## src/rtl/tick_digit_pkg.sv

```systemverilog
// Purpose: shared widths and seven-segment lookup for the tick/digit driver.
// Latency: n/a (constants and a pure function only).
// Backpressure: n/a.
package tick_digit_pkg;

   localparam int DIGIT_W = 4;
   localparam int SEG_W   = 7;

   // Blank pattern used for digit codes that have no glyph.
   localparam logic [SEG_W-1:0] SEG_BLANK = 7'h00;

   // Active-high segment patterns, bit 0 = a .. bit 6 = g.
   localparam logic [SEG_W-1:0] SEG_LUT [10] = '{
      7'h3F,   // 0
      7'h06,   // 1
      7'h5B,   // 2
      7'h4F,   // 3
      7'h66,   // 4
      7'h6D,   // 5
      7'h7D,   // 6
      7'h07,   // 7
      7'h7F,   // 8
      7'h6F    // 9
   };

   // Codes 10..15 fall outside the table and map to blank.
   function automatic logic [SEG_W-1:0] seg_lookup(input logic [DIGIT_W-1:0] d);
      if (d <= 4'd9) begin
         return SEG_LUT[d];
      end
      return SEG_BLANK;
   endfunction

endpackage

```

## src/rtl/tick_digit_driver_seg7_decode.sv

```systemverilog
// Purpose: combinational 4-bit digit to 7-segment pattern decoder.
// Latency: 0 cycles (pure combinational).
// Backpressure: none; output follows input.
//
// Ports:
//   digit  in  DIGIT_W  binary digit code
//   seg    out SEG_W    segment pattern, seg[0]=a .. seg[6]=g, 1 = lit
module seg7_decode
   import tick_digit_pkg::*;
(
   input  logic [DIGIT_W-1:0] digit,
   output logic [SEG_W-1:0]   seg
);

   always_comb begin
      seg = SEG_BLANK;
      seg = seg_lookup(digit);
   end

endmodule

```

## src/rtl/tick_digit_driver.sv

```systemverilog
// Purpose: programmable tick prescaler feeding a decimal digit counter and
//          a registered seven-segment driver.
// Latency: tick/digit/seg/wrap all update on the edge that ends the period.
// Backpressure: none; enable low freezes the prescaler and stretches the period.
//
// Ports:
//   clk         in   1      clock
//   reset       in   1      synchronous, active-high; overrides everything
//   enable      in   1      prescaler advances only when high
//   compare_in  in   CNT_W  period in clk cycles; 0 selects MAX_COUNT
//   tick        out  1      one-cycle pulse per elapsed period
//   wrap        out  1      one-cycle pulse on the tick where digit rolls to 0
//   digit       out  4      current digit 0..DIGIT_MAX
//   seg         out  7      registered segment lines, 1 = lit
//   dp          out  1      decimal point, 1 = lit
//
// Build option: define DP_BLINK_EN to make dp toggle on every tick; otherwise
// dp is tied low.
module tick_digit_driver
   import tick_digit_pkg::*;
#(
   parameter int               CNT_W     = 24,
   parameter logic [CNT_W-1:0] MAX_COUNT = 24'd10_000_000,
   parameter int               DIGIT_MAX = 9            // legal range 1..9
) (
   input  logic                clk,
   input  logic                reset,
   input  logic                enable,
   input  logic [CNT_W-1:0]    compare_in,
   output logic                tick,
   output logic                wrap,
   output logic [DIGIT_W-1:0]  digit,
   output logic [SEG_W-1:0]    seg,
   output logic                dp
);

   localparam logic [CNT_W-1:0]   CNT_ONE   = CNT_W'(1);
   localparam logic [DIGIT_W-1:0] DIGIT_TOP = DIGIT_W'(DIGIT_MAX);

   logic [CNT_W-1:0]   pcnt_q;
   logic [CNT_W-1:0]   cmp_q;
   logic [CNT_W-1:0]   eff_cmp;
   logic               restart;
   logic               tick_q;
   logic               wrap_q;
   logic [DIGIT_W-1:0] digit_q;
   logic [DIGIT_W-1:0] digit_d;
   logic [SEG_W-1:0]   seg_q;
   logic [SEG_W-1:0]   seg_d;

   // A zero compare means "use the built-in period"; cmp_q is therefore
   // never zero and cmp_q - 1 cannot underflow.
   assign eff_cmp = (compare_in == '0) ? MAX_COUNT : compare_in;

   // Terminal count of the current period. With cmp_q == 1 this holds on
   // every enabled cycle and pcnt_q never leaves 0.
   assign restart = enable && (pcnt_q == (cmp_q - CNT_ONE));

   // Next-state digit. Reset is folded in here so the segment decoder sees
   // the same value the digit register is about to load, keeping seg and
   // digit in lockstep without a second pipeline stage.
   always_comb begin
      digit_d = digit_q;
      if (reset) begin
         digit_d = '0;
      end else if (restart) begin
         digit_d = (digit_q == DIGIT_TOP) ? '0 : digit_q + 1'b1;
      end
   end

   seg7_decode u_seg7_decode (
      .digit (digit_d),
      .seg   (seg_d)
   );

   always_ff @(posedge clk) begin
      if (reset) begin
         pcnt_q  <= '0;
         cmp_q   <= eff_cmp;
         tick_q  <= 1'b0;
         wrap_q  <= 1'b0;
      end else begin
         tick_q <= restart;
         wrap_q <= restart && (digit_q == DIGIT_TOP);
         if (restart) begin
            pcnt_q <= '0;
            // The new period is only sampled here, so compare_in changes
            // mid-period do not disturb the period in flight.
            cmp_q  <= eff_cmp;
         end else if (enable) begin
            pcnt_q <= pcnt_q + CNT_ONE;
         end
      end
      digit_q <= digit_d;
      seg_q   <= seg_d;
   end

`ifdef DP_BLINK_EN
   logic dp_q;

   always_ff @(posedge clk) begin
      if (reset) begin
         dp_q <= 1'b0;
      end else if (restart) begin
         dp_q <= ~dp_q;
      end
   end

   assign dp = dp_q;
`else
   assign dp = 1'b0;
`endif

   assign tick  = tick_q;
   assign wrap  = wrap_q;
   assign digit = digit_q;
   assign seg   = seg_q;

endmodule

```

## config.mk

```make
export PLATFORM = sky130hd
export DESIGN_NAME = tick_digit_driver
export DESIGN_NICKNAME = d
export VERILOG_FILES = /design/src/rtl/tick_digit_pkg.sv /design/src/rtl/tick_digit_driver_seg7_decode.sv /design/src/rtl/tick_digit_driver.sv
export SDC_FILE = /design/constraint.sdc
export NUM_CORES = 1
export LEC_CHECK = 0
export CORE_MARGIN = 3
export CORE_UTILIZATION = 45
export CTS_CLUSTER_DIAMETER = 150
export DETAILED_ROUTE_END_ITERATION = 10
export PLACE_DENSITY_LB_ADDON = 0.08
export SLEW_MARGIN = 20
export SYNTH_ARGS = -nofsm -noshare
export SYNTH_HDL_FRONTEND = slang
export SYNTH_SLANG_ARGS = --single-unit
```

## constraint.sdc

```tcl
create_clock -name clk -period 7.1 [get_ports clk]
set_input_delay 0.71 -clock clk [delete_from_list [all_inputs] [get_ports clk]]
set_output_delay 0.71 -clock clk [all_outputs]
set_load 0.02 [all_outputs]
```

==> results of run 1 <==
[stage by stage]
step	instances	instance area, um^2
floorplan	375	3502
global placement	486	3910
detailed placement	486	3910
CTS	502	4096
global route	502	4096
finish	502	4096
[cell usage in the layout, fill, tap and decap left out, drive strengths merged, types with 2 or more instances in the layout]
cell           netlist  final
o21ai               11     11
nor3                10     10
xor2                28     28
and3                 8      8
edfxtp              24     24
a2111oi              2      2
nor2                45     45
nand2b               6      6
nand3b               2      2
or3                  4      4
and2                 3      3
clkdlybuf4s50        0     39
nand2               18     18
inv                  9     10
mux2i                2      2
dfxtp               37     37
or2                  9      9
and4                 2      2
xnor2               28     28
a21oi                8      8
nor4b                3      3
clkbuf              23     13
nand4               15     15
clkinv               0      2
nor2b                4      4
nor4                16     16
nand3               15     15
a31oi                5      5
ha                   8      8
a21o                 2      2
a21boi               2      2
or4                  5      5
[flip-flops by register name (all words and copies together), names as in the netlist]
register / count
cmp_q: 24
seg: 7
wrap: 1
digit: 4
tick: 1
pcnt_q: 24
[cell usage after synthesis, drive strengths merged (2+ instances only)]
library cell / n / share of area [%]
nor2: 45 / 4.9
dfxtp: 37 / 21
xnor2: 28 / 7.0
xor2: 28 / 7.0
edfxtp: 24 / 21
clkbuf: 23 / 2.5
nand2: 18 / 1.9
nor4: 16 / 4.3
nand3: 15 / 2.3
nand4: 15 / 2.7
o21ai: 11 / 1.6
nor3: 10 / 1.7
inv: 9 / 0.96
or2: 9 / 1.6
a21oi: 8 / 1.3
and3: 8 / 1.4
ha: 8 / 2.9
nand2b: 6 / 1.1
a31oi: 5 / 0.89
buf: 5 / 0.79
or4: 5 / 1.3
nor2b: 4 / 0.71
or3: 4 / 0.71
and2: 3 / 0.54
nor4b: 3 / 0.93
a2111oi: 2 / 1.0
a21boi: 2 / 0.43
a21o: 2 / 0.43
and4: 2 / 0.50
mux2i: 2 / 0.57
nand3b: 2 / 0.43
[worst max-delay path: stages, from the launching register on]
cell and delay, ps:
sky130_fd_sc_hd__edfxtp_1 430, sky130_fd_sc_hd__inv_1 80, sky130_fd_sc_hd__ha_1 260, sky130_fd_sc_hd__nor4b_2 470, sky130_fd_sc_hd__nand4_1 320, sky130_fd_sc_hd__or4_1 470
sky130_fd_sc_hd__nand4_1 100, sky130_fd_sc_hd__nor2_1 110, sky130_fd_sc_hd__or4_1 570, sky130_fd_sc_hd__nand2_1 610, sky130_fd_sc_hd__buf_4 440
[final cells by class]
class                      count  area [um^2]
timing repair buffer          40        397.9
multi-input combinational    277         1893
fill                         671         3312
clock inverter                 3        16.27
tap                           99        123.9
clock buffer                  13        170.2
inverter                       9        33.78
sequential                    61         1461
[cell families after synthesis]
kind of cell | Yosys count
AOI/OAI and AO/OA | 40
and+or+nand+nor | 169
DFF | 61
adders and majority gates | 9
other | 1
xor gates and xnor gates | 56
muxes | 2
buffers and inverters | 37
[power by group]
part	switching, W	internal, W	leakage [nW]	total [W]
sequential	0.0000171	0.000378	0.533	0.000395
clock	0.000139	0.000157	0.0989	0.000295
combinational	0.0000342	0.0000344	0.770	0.0000686
[per-layer routing]
layer  vias to the layer above  track usage [%]
met5                         -                0
met4                         0            6.378
met3                         9            4.888
met2                        62            28.84
met1                      1286            22.73
li1                       1364                -
[final timing paths]
path                                 from                 endpoint  slack [ps]  cells past startpoint
setup / recovery   cmp_q[0]$_SDFFCE_PN0P_   cmp_q[9]$_SDFFCE_PN1P_        2870                     10
hold / removal    pcnt_q[23]$_SDFFE_PP0P_  pcnt_q[23]$_SDFFE_PP0P_         550                      2
setup reg to reg   cmp_q[0]$_SDFFCE_PN0P_   cmp_q[9]$_SDFFCE_PN1P_        2870                     10
hold reg to reg   pcnt_q[23]$_SDFFE_PP0P_  pcnt_q[23]$_SDFFE_PP0P_         550                      2
==> reports/summary.log, run 1 <==
[status] outcome finished clean
[power] Power Dens Cells 185.3 nW/um^2
[logic_synthesis] proportion of synthesized flip-flops having asynchronous set or reset 0%
[detailed_routing] met3 layer wire length in the routed design 361 um
[logic_synthesis] parity-gate share of the synthesized area counting xor and xnor cells 14.01%
[logic_synthesis] post-synthesis simple-gate area fraction 28.08%
[cts] CTS Root Buffer Type sky130_fd_sc_hd__clkbuf_8
[worst_setup_path] Worst EP required 7110 ps
[logic_synthesis] post-synthesis instance area 3502 um^2
[worst_setup_path] critical path peak fanout 27
[logic_synthesis] Synth Register Bits 61
[sta] final count of hold timing violations 0
[floorplan] die boundary width 94.22 um
[logic_synthesis] sequential fraction of the synthesis area 41.73%
[placed_design] weighted congestion at the end of routability-driven global placement 0.8410
[power] highest ir drop seen on vdd 0.08904 mV
[global_route] initial antenna violation count 0
[sta] worst-margin pin slew 788.6 ps
[sta] setup repair after global routing missed its margin false
[sta] Post-Route Setup TNS 0 ps
[detailed_routing] detailed-route wire length on metal 1 3300 um
[global_route] aggregate global-route resource usage 17.83%
[logic_synthesis] complex-gate fraction of the synthesized area 8.146%
[detailed_routing] post-detailed-route count of antenna-violating nets 0
[layout] count of nets after finishing 433
[sta] fmax 236.1 MHz
[logic_synthesis] combinational family with the most area after synthesis simple AND/OR/NAND/NOR gates
[min_path] class of the tightest hold or removal check reg -> reg
[detailed_routing] routed wirelength normalized by instance count 14.50 um
[logic_synthesis] count of flip-flops with a built-in enable after synthesis 24
[detailed_routing] metal2 WL 3495 um
[floorplan] num ports 41
[sta] Final Slew Violations 0
[sta] relative slew slack 47.30%
[cts] post-CTS clock slew at the launch and capture registers of the worst setup and hold paths 80 ps
[power] Leakage Power 1.402 nW
[global_route] number of global-route vias before repair 2,526
[logic_synthesis] average size of a mapped cell 9.339 um^2
[global_route] first-pass GRT wire length 12,160 um
[logic_synthesis] cell count after synthesis 375
[placed_design] number of input and output port buffers inserted 39
[cts] clock tree buffer depth 2
[layout] final core utilization 55.29%
[cts] # resized after CTS 0
[detailed_routing] DRT Pass-1 Iters 4
[cts] post-CTS setup repair buffer count 0
[logic_synthesis] ys flop type sky130_fd_sc_hd__dfxtp_1
[detailed_routing] ratio of routed vias to standard cells 5.420
[floorplan] Site Rows 31
[layout] layout-stage area growth over the synthesis result 16.97%
[power] post-layout power 0.0007590 W
[floorplan] Die Ht 94.22 um
[sta] Period Utilization, post-route 59.65%
[floorplan] effective utilization at floorplan 47.27%
[worst_setup_path] Critical Path End Type register
[worst_setup_path] Worst Path Arrival 4240 ps
[global_route] GRT overflow 0
[logic_synthesis] Synth cell types 58
[sta] worst setup margin 2865 ps
[cts] number of buffers added by the clock tree synthesis step 9
[cts] CTS H-tree depth 3
[floorplan] area of the die 8877 um^2
[global_route] largest net degree at the start of global routing 28
[sta] skew final 14.50 ps
[logic_synthesis] Yosys Warn Count 0
[placed_design] Place WS 2757 ps
[logic_synthesis] arithmetic-cell share of the synthesized area counting full adders, half adders and majority gates 3.144%
[cts] CTS Hold Buffers Added 0
[placed_design] post-detail-place hpwl 5484 um
[worst_setup_path] Critical Path Source Type register
[run] max cap viols 0
[cts] later-pin clock latency in the skew report 350 ps
[sta] endpoints failing setup 0
[sta] time the final worst path needs with I/O delays and setup 4235 ps
[logic_synthesis] Post-Syn Nets 410
[floorplan] core footprint 7408 um^2
[detailed_routing] DRC violation total after the first TritonRoute iteration 147
[layout] total inserted antenna cells 0
[logic_synthesis] mux cell area share after synthesis 0.5716%
[worst_setup_path] WS Path Type reg -> reg
[detailed_routing] number of remaining DRC errors 0
[detailed_routing] DR vias 2,721
[layout] ratio of cells with drive above 1 in the final layout 9.677%
[detailed_routing] top layer reached by signal wires met4
[detailed_routing] total detailed-routing wirelength 7278 um
[cts] clock tree from TritonCTS built
[sta] Worst Hold Slack 553.1 ps
[cts] total number of clock tree sinks 61
Note: power is estimated with default switching activity, not from simulation.
==> run 2, diff against run 1 <==
Clock period 7.1 ns to 3.55 ns, I/O delays scaled along.
==> reports/summary.log, run 2 (synthesized netlist as in run 1, its figures left out) <==
[global_route] first-pass GRT wire length 13,150 um [was 12,160 um]
[worst_setup_path] critical path peak fanout 4 [was 27]
[detailed_routing] ratio of routed vias to standard cells 5.290 [was 5.420]
[worst_setup_path] crit path max-delay cell type sky130_fd_sc_hd__or4_4 [was sky130_fd_sc_hd__nand2_1]
[layout] highest-count cells in the layout ignoring fill and taps 44 x sky130_fd_sc_hd__nor2_1, 42 x sky130_fd_sc_hd__buf_4, 39 x sky130_fd_sc_hd__clkdlybuf4s50_1 [was 44 x sky130_fd_sc_hd__nor2_1, 39 x sky130_fd_sc_hd__clkdlybuf4s50_1, 37 x sky130_fd_sc_hd__dfxtp_1]
[sta] fmax 278.3 MHz [was 236.1 MHz]
[detailed_routing] post-detailed-route count of antenna-violating nets 0 [unchanged]
[layout] count of nets after finishing 476 [was 433]
[detailed_routing] number of remaining DRC errors 0 [unchanged]
[worst_setup_path] CP peak stage delay 570 ps [was 610 ps]
[layout] commonest non-fill, non-tap cell in the layout sky130_fd_sc_hd__nor2_1 [unchanged]
[power] net switching power 0.0004032 W [was 0.0001898 W]
[cts] clock tree from TritonCTS built [unchanged]
[layout] total inserted antenna cells 0 [unchanged]
[worst_setup_path] WS Path Type reg -> reg [unchanged]
[worst_setup_path] Worst Path Arrival 3810 ps [was 4240 ps]
[sta] Period Utilization, post-route 101.2% [was 59.65%]
[power] Leakage Power 1.651 nW [was 1.402 nW]
[detailed_routing] routed wirelength normalized by instance count 14.29 um [was 14.50 um]
[detailed_routing] DRT Pass-1 Iters 6 [was 4]
[worst_setup_path] reg-to-reg setup timing slack -40 ps [was 2870 ps]
[floorplan] die boundary width 94.22 um [unchanged]
[status] failing checks negative setup slack
[sta] setup repair after global routing missed its margin true [was false]
[power] combinational fraction of design power 11.6% [was 9.0%]
[floorplan] num ports 41 [unchanged]
[worst_setup_path] Critical Path Source Type register [unchanged]
[global_route] initial antenna violation count 0 [unchanged]
[global_route] number of global-route vias before repair 2,820 [was 2,526]
[layout] final core utilization 61.71% [was 55.29%]
[floorplan] effective utilization at floorplan 47.27% [unchanged]
[cts] post-CTS clock slew at the launch and capture registers of the worst setup and hold paths 70 ps [was 80 ps]
[worst_setup_path] Critical Path End Type register [unchanged]
[worst_setup_path] number of buffer and inverter stages on the critical path 0 [was 2]
[run] max cap viols 0 [unchanged]
[sta] endpoints failing setup 5 [was 0]
[sta] final count of hold timing violations 0 [unchanged]
[min_path] hold-critical path depth 2 [unchanged]
[power] Power Dens Cells 366.0 nW/um^2 [was 185.3 nW/um^2]
[power] highest ir drop seen on vdd 0.2326 mV [was 0.08904 mV]
[layout] ratio of cells with drive above 1 in the final layout 21.30% [was 9.677%]
[power] Cell Int Power 0.001270 W [was 0.0005692 W]
[worst_setup_path] Critical R2R Launch cmp_q[3]$_SDFFCE_PN0P_ [was cmp_q[0]$_SDFFCE_PN0P_]
[worst_setup_path] family of cells with the greatest summed delay on the critical path simple AND/OR/NAND/NOR gates [unchanged]
[detailed_routing] DRC violation total after the first TritonRoute iteration 101 [was 147]
[cts] total number of clock tree sinks 61 [unchanged]
[sta] Final Slew Violations 0 [unchanged]
[cts] CTS Root Buffer Type sky130_fd_sc_hd__clkbuf_8 [unchanged]
[sta] worst-margin pin slew 605.6 ps [was 788.6 ps]
[placed_design] number of input and output port buffers inserted 39 [unchanged]
[worst_setup_path] worst reg2reg path depth 12 [was 10]
[min_path] worst hold endpoint pcnt_q[23]$_SDFFE_PP0P_ [unchanged]
[layout] fin cells 545 [was 502]
[placed_design] weighted congestion at the end of routability-driven global placement 0.8426 [was 0.8410]
[cts] CTS H-tree depth 3 [unchanged]
[worst_setup_path] RR Endpoint seg[0]$_SDFF_PN0_ [was cmp_q[9]$_SDFFCE_PN1P_]
[floorplan] Site Rows 31 [unchanged]
[status] outcome complete, but fails checks [was finished clean]
[floorplan] area of the die 8877 um^2 [unchanged]
[sta] worst setup margin -43.25 ps [was 2865 ps]
[sta] time the final worst path needs with I/O delays and setup 3593 ps [was 4235 ps]
[detailed_routing] DR vias 2,883 [was 2,721]
[sta] skew final 9.091 ps [was 14.50 ps]
[power] power share of the sequential group 46.8% [was 52.0%]
[global_route] largest net degree at the start of global routing 25 [was 28]
[sta] relative slew slack 59.50% [was 47.30%]
[layout] layout-stage area growth over the synthesis result 30.55% [was 16.97%]
[worst_setup_path] Worst EP required 3760 ps [was 7110 ps]
[placed_design] Place WS -168.4 ps [was 2757 ps]
[placed_design] placed cell count 523 [was 486]
[floorplan] Die Ht 94.22 um [unchanged]
[power] fraction of power consumed by the clock network 41.6% [was 38.9%]
[placed_design] post-detail-place hpwl 5860 um [was 5484 um]
[worst_setup_path] CP cell instances or4_4, or4_4, a311oi_4, nand3_2, nor4_4, and2_4, nand3_2, a21o_1, ha_2, o221a_4, nor3_4, a21oi_1 [was inv_1, ha_1, nor4b_2, nand4_1, or4_1, nand4_1, nor2_1, or4_1, nand2_1, buf_4]
[cts] later-pin clock latency in the skew report 340 ps [was 350 ps]
[power] switching part of the total 24.10% [was 25.01%]
[min_path] class of the tightest hold or removal check reg -> reg [unchanged]
[detailed_routing] total detailed-routing wirelength 7788 um [was 7278 um]
[cts] clock tree buffer depth 2 [unchanged]
[global_route] GRT overflow 0 [unchanged]
[cts] number of buffers added by the clock tree synthesis step 9 [unchanged]
[floorplan] core footprint 7408 um^2 [unchanged]
[cts] CTS Hold Buffers Added 0 [unchanged]
[global_route] aggregate global-route resource usage 19.03% [was 17.83%]
[min_path] worst hold path startpoint pcnt_q[23]$_SDFFE_PP0P_ [unchanged]
[run 2: cell count changes in the layout (fill, tap and decap cells not counted), sizes merged]
cell      delta
inv          -1
bufinv       +2
clkinv       +1
clkinvlp     +1
buf         +43
clkbuf       -3
[run 2: cell type report]
class	count	area, um^2
Timing Repair Buffer	83	745.7
Clock buffer	10	137.6
Multi-Input combinational cell	277	1983
Sequential cell	61	1461
Inverter	9	33.78
Fill cell	641	2836
Tap cell	99	123.9
Clock inverter	6	86.33
[run 2: worst register-to-register path: stages, from the launching register on]
cell and delay (ps):
sky130_fd_sc_hd__edfxtp_1 440, sky130_fd_sc_hd__or4_4 570, sky130_fd_sc_hd__or4_4 540, sky130_fd_sc_hd__a311oi_4 340, sky130_fd_sc_hd__nand3_2 140, sky130_fd_sc_hd__nor4_4 230
sky130_fd_sc_hd__and2_4 200, sky130_fd_sc_hd__nand3_2 70, sky130_fd_sc_hd__a21o_1 220, sky130_fd_sc_hd__ha_2 190, sky130_fd_sc_hd__o221a_4 290, sky130_fd_sc_hd__nor3_4 170
sky130_fd_sc_hd__a21oi_1 70
[run 2: per-layer routing]
metal | routed length, um | track usage, % | vias to the layer above | part of all wire, %
li1 | - | - | 1455 | -
met1 | 3482 | 23.46 | 1351 | 45
met2 | 3801 | 31.80 | 64 | 49
met3 | 316 | 4.728 | 13 | 4.1
met4 | 187 | 7.461 | 0 | 2.4
met5 | 0 | 0 | - | 0
[run 2: worst max path at each step]
stage                                 startpoint           endpoint  slack (ps)  depth (start not counted)
after floorplan           cmp_q[3]$_SDFFCE_PN0P_  seg[0]$_SDFF_PN0_           1                         12
after global placement    cmp_q[3]$_SDFFCE_PN0P_  seg[0]$_SDFF_PN0_         -70                         14
after detailed placement  cmp_q[3]$_SDFFCE_PN0P_  seg[0]$_SDFF_PN0_        -170                         14
after CTS                 cmp_q[3]$_SDFFCE_PN0P_  seg[0]$_SDFF_PN0_         -20                         12
after global routing      cmp_q[5]$_SDFFCE_PN0P_  seg[0]$_SDFF_PN0_        -170                         12
final                     cmp_q[3]$_SDFFCE_PN0P_  seg[0]$_SDFF_PN0_         -40                         12
[run 2: power by group through the flow]
| stage | Clock (W) | Sequential [W] | Combinational, W |
|---|---|---|---|
| 6_report | 0.000696 | 0.000783 | 0.000195 |
| 3_5_place_dp | 0 | 0.000798 | 0.000183 |
| 2_1_floorplan | 0 | 0.000797 | 0.0000946 |
| 5_1_grt | 0.000749 | 0.000786 | 0.000214 |
| 4_1_cts | 0.000713 | 0.000782 | 0.000188 |
| 3_3_place_gp | 0 | 0.000797 | 0.000182 |
[run 2: stage by stage]
step | total power (W) | cell area, um^2 | setup TNS, ps | hold WS (ps)
final | 0.001673 | 4572 | -169.8 | 535.5
after global placement | 0.0009783 | 4224 | -261.3 | 518.1
after detailed placement | 0.0009815 | 4224 | -839.4 | 524.1
after floorplan | 0.0008919 | 3513 | 0 | 445.9
after CTS | 0.001684 | 4523 | -73.82 | 544.2
after global routing | 0.001748 | 4572 | -1056 | 581.0
[run 2: what timing repair did]
item	in CTS	in global routing
buffers inserted	5	1
setup endpoints to repair	7	31
gates resized for setup	8	7
pin swaps	5	4
==> run 3, diff against run 2 <==
Settings changed: CORE_MARGIN 3 to 4.
==> reports/summary.log, run 3 (synthesized netlist as in run 1, its figures left out) <==
[cts] later-pin clock latency in the skew report 340 ps [about the same]
[floorplan] die boundary width 96.22 um [was 94.22 um]
[power] Power Dens Cells 338.5 nW/um^2 [was 366.0 nW/um^2]
[global_route] initial antenna violation count 0 [unchanged]
[sta] endpoints failing setup 5 [unchanged]
[detailed_routing] DRC violation total after the first TritonRoute iteration 108 [was 101]
[floorplan] area of the die 9258 um^2 [was 8877 um^2]
[status] failing checks negative setup slack [unchanged]
[run] max cap viols 0 [unchanged]
[floorplan] num ports 41 [unchanged]
[layout] count of nets after finishing 486 [was 476]
[global_route] GRT overflow 0 [unchanged]
[sta] Period Utilization, post-route 101.9% [was 101.2%]
[detailed_routing] total detailed-routing wirelength 8201 um [was 7788 um]
[detailed_routing] DR vias 2,968 [was 2,883]
[sta] Final Slew Violations 0 [unchanged]
[worst_setup_path] Worst EP required 3760 ps [about the same]
[global_route] largest net degree at the start of global routing 27 [was 25]
[worst_setup_path] WS Path Type reg -> reg [unchanged]
[layout] fin cells 555 [was 545]
[placed_design] Place WS -181.2 ps [was -168.4 ps]
[floorplan] Die Ht 96.22 um [was 94.22 um]
[worst_setup_path] Worst Path Arrival 3830 ps [was 3810 ps]
[sta] final count of hold timing violations 0 [unchanged]
[layout] commonest non-fill, non-tap cell in the layout sky130_fd_sc_hd__buf_4 [was sky130_fd_sc_hd__nor2_1]
[layout] final core utilization 63.15% [was 61.71%]
[sta] worst setup margin -65.81 ps [was -43.25 ps]
[power] post-layout power 0.001584 W [was 0.001673 W]
[sta] worst-margin pin slew 636.8 ps [was 605.6 ps]
[detailed_routing] post-detailed-route count of antenna-violating nets 0 [unchanged]
[cts] CTS Hold Buffers Added 0 [unchanged]
[sta] skew final 9.778 ps [was 9.091 ps]
[status] outcome complete, but fails checks [unchanged]
[sta] time the final worst path needs with I/O delays and setup 3616 ps [was 3593 ps]
[placed_design] number of input and output port buffers inserted 39 [unchanged]
[detailed_routing] DRT Pass-1 Iters 5 [was 6]
[global_route] number of global-route vias before repair 2,839 [was 2,820]
[layout] total inserted antenna cells 0 [unchanged]
[worst_setup_path] critical path peak fanout 4 [unchanged]
[detailed_routing] ratio of routed vias to standard cells 5.348 [was 5.290]
[cts] total number of clock tree sinks 61 [unchanged]
[power] Leakage Power 1.692 nW [was 1.651 nW]
[floorplan] effective utilization at floorplan 47.27% [unchanged]
[placed_design] weighted congestion at the end of routability-driven global placement 0.8401 [was 0.8426]
[worst_setup_path] Critical Path Source Type register [unchanged]
[power] fraction of power consumed by the clock network 37.1% [was 41.6%]
[floorplan] core footprint 7408 um^2 [unchanged]
[detailed_routing] number of remaining DRC errors 0 [unchanged]
[floorplan] Site Rows 31 [unchanged]
[sta] relative slew slack 57.41% [was 59.50%]
[detailed_routing] routed wirelength normalized by instance count 14.78 um [was 14.29 um]
[cts] number of buffers added by the clock tree synthesis step 9 [unchanged]
[cts] clock tree buffer depth 2 [unchanged]
[placed_design] placed cell count 522 [was 523]
[power] combinational fraction of design power 13.5% [was 11.6%]
[cts] post-CTS clock slew at the launch and capture registers of the worst setup and hold paths 70 ps [about the same]
[min_path] class of the tightest hold or removal check reg -> reg [unchanged]
[global_route] first-pass GRT wire length 13,250 um [was 13,150 um]
[worst_setup_path] Critical Path End Type register [unchanged]
[layout] layout-stage area growth over the synthesis result 33.58% [was 30.55%]
[power] net switching power 0.0003963 W [was 0.0004032 W]
[global_route] aggregate global-route resource usage 18.57% [was 19.03%]
[sta] Post-Route Setup TNS -239.8 ps [was -169.8 ps]
[power] switching part of the total 25.03% [was 24.10%]
[power] Cell Int Power 0.001187 W [was 0.001270 W]
[cts] clock tree from TritonCTS built [unchanged]
[layout] ratio of cells with drive above 1 in the final layout 24.78% [was 21.30%]
[cts] CTS H-tree depth 3 [unchanged]
[sta] setup repair after global routing missed its margin true [unchanged]
[layout] filler cell count in the final layout 627 [was 641]
[power] power share of the sequential group 49.4% [was 46.8%]
[layout] highest-count cells in the layout ignoring fill and taps 51 x sky130_fd_sc_hd__buf_4, 43 x sky130_fd_sc_hd__nor2_1, 39 x sky130_fd_sc_hd__clkdlybuf4s50_1 [was 44 x sky130_fd_sc_hd__nor2_1, 42 x sky130_fd_sc_hd__buf_4, 39 x sky130_fd_sc_hd__clkdlybuf4s50_1]
[power] highest ir drop seen on vdd 0.1894 mV [was 0.2326 mV]
[sta] fmax 276.6 MHz [was 278.3 MHz]
[placed_design] post-detail-place hpwl 5791 um [was 5860 um]
[cts] CTS Root Buffer Type sky130_fd_sc_hd__clkbuf_8 [unchanged]
run 3: changes by cell type in the layout (fill, tap and decap cells not counted), sizes merged:
cell,delta
bufinv,-1
nor4,+1
clkbuf,+1
buf,+9
run 3: layout make-up:
type,instances,area [um^2],area share (%)
Tap cell,99,123.9,2.648
Inverter,9,36.28,0.7756
Clock inverter,5,51.30,1.097
Timing Repair Buffer,92,813.3,17.38
Multi-Input combinational cell,278,2061,44.05
Clock buffer,11,131.4,2.808
Sequential cell,61,1461,31.24
run 3: layer usage:
layer | part of all wire [%] | routed length, um | GRT usage, %
met1 | 45 | 3707 | 23.42
met2 | 49 | 4033 | 30.99
met3 | 3.9 | 322 | 3.675
met4 | 1.7 | 138 | 7.346
met5 | 0 | 0 | 0
run 3: critical path: stages, from the launching register on:
cell and delay [ps]:
sky130_fd_sc_hd__edfxtp_1 460, sky130_fd_sc_hd__or4_4 530, sky130_fd_sc_hd__or4_4 540, sky130_fd_sc_hd__a311oi_4 290
sky130_fd_sc_hd__nand3_2 130, sky130_fd_sc_hd__nor4_4 250, sky130_fd_sc_hd__and2_4 190, sky130_fd_sc_hd__nand3_2 60
sky130_fd_sc_hd__a21o_1 220, sky130_fd_sc_hd__ha_2 200, sky130_fd_sc_hd__o221a_4 290, sky130_fd_sc_hd__buf_4 140
sky130_fd_sc_hd__inv_4 60, sky130_fd_sc_hd__o221ai_1 100
run 3: power by group through the flow:
stage / clock network (W) / registers (W) / logic (W)
2_1_floorplan: 0 / 0.000797 / 0.0000946
3_3_place_gp: 0 / 0.000797 / 0.000180
3_5_place_dp: 0 / 0.000798 / 0.000182
4_1_cts: 0.000606 / 0.000782 / 0.000187
5_1_grt: 0.000645 / 0.000785 / 0.000232
6_report: 0.000587 / 0.000782 / 0.000214
run 3: metrics by stage:
stage	hold slack [ps]	area, um^2
after floorplan	445.9	3513
after global placement	516.6	4217
after detailed placement	525.6	4217
after CTS	548.3	4487
after global routing	582.7	4678
final	540.0	4678
run 3: path summary, 6_finish.rpt:
path / startpoint / end / slack [ps] / depth (start not counted)
worst min-delay path: pcnt_q[23]$_SDFFE_PP0P_ / pcnt_q[23]$_SDFFE_PP0P_ / 540 / 2
worst min register to register: pcnt_q[23]$_SDFFE_PP0P_ / pcnt_q[23]$_SDFFE_PP0P_ / 540 / 2
worst max register to register: cmp_q[5]$_SDFFCE_PN0P_ / seg[4]$_SDFF_PN0_ / -70 / 13
worst max-delay path: cmp_q[5]$_SDFFCE_PN0P_ / seg[4]$_SDFF_PN0_ / -70 / 13
run 3: what timing repair did:
item	4_1_cts	5_1_grt
hold endpoints to repair	0	0
setup buffers	6	10
setup endpoints to repair	7	7
gates resized for setup	8	23
pin swaps	2	5
gates cloned	0	1
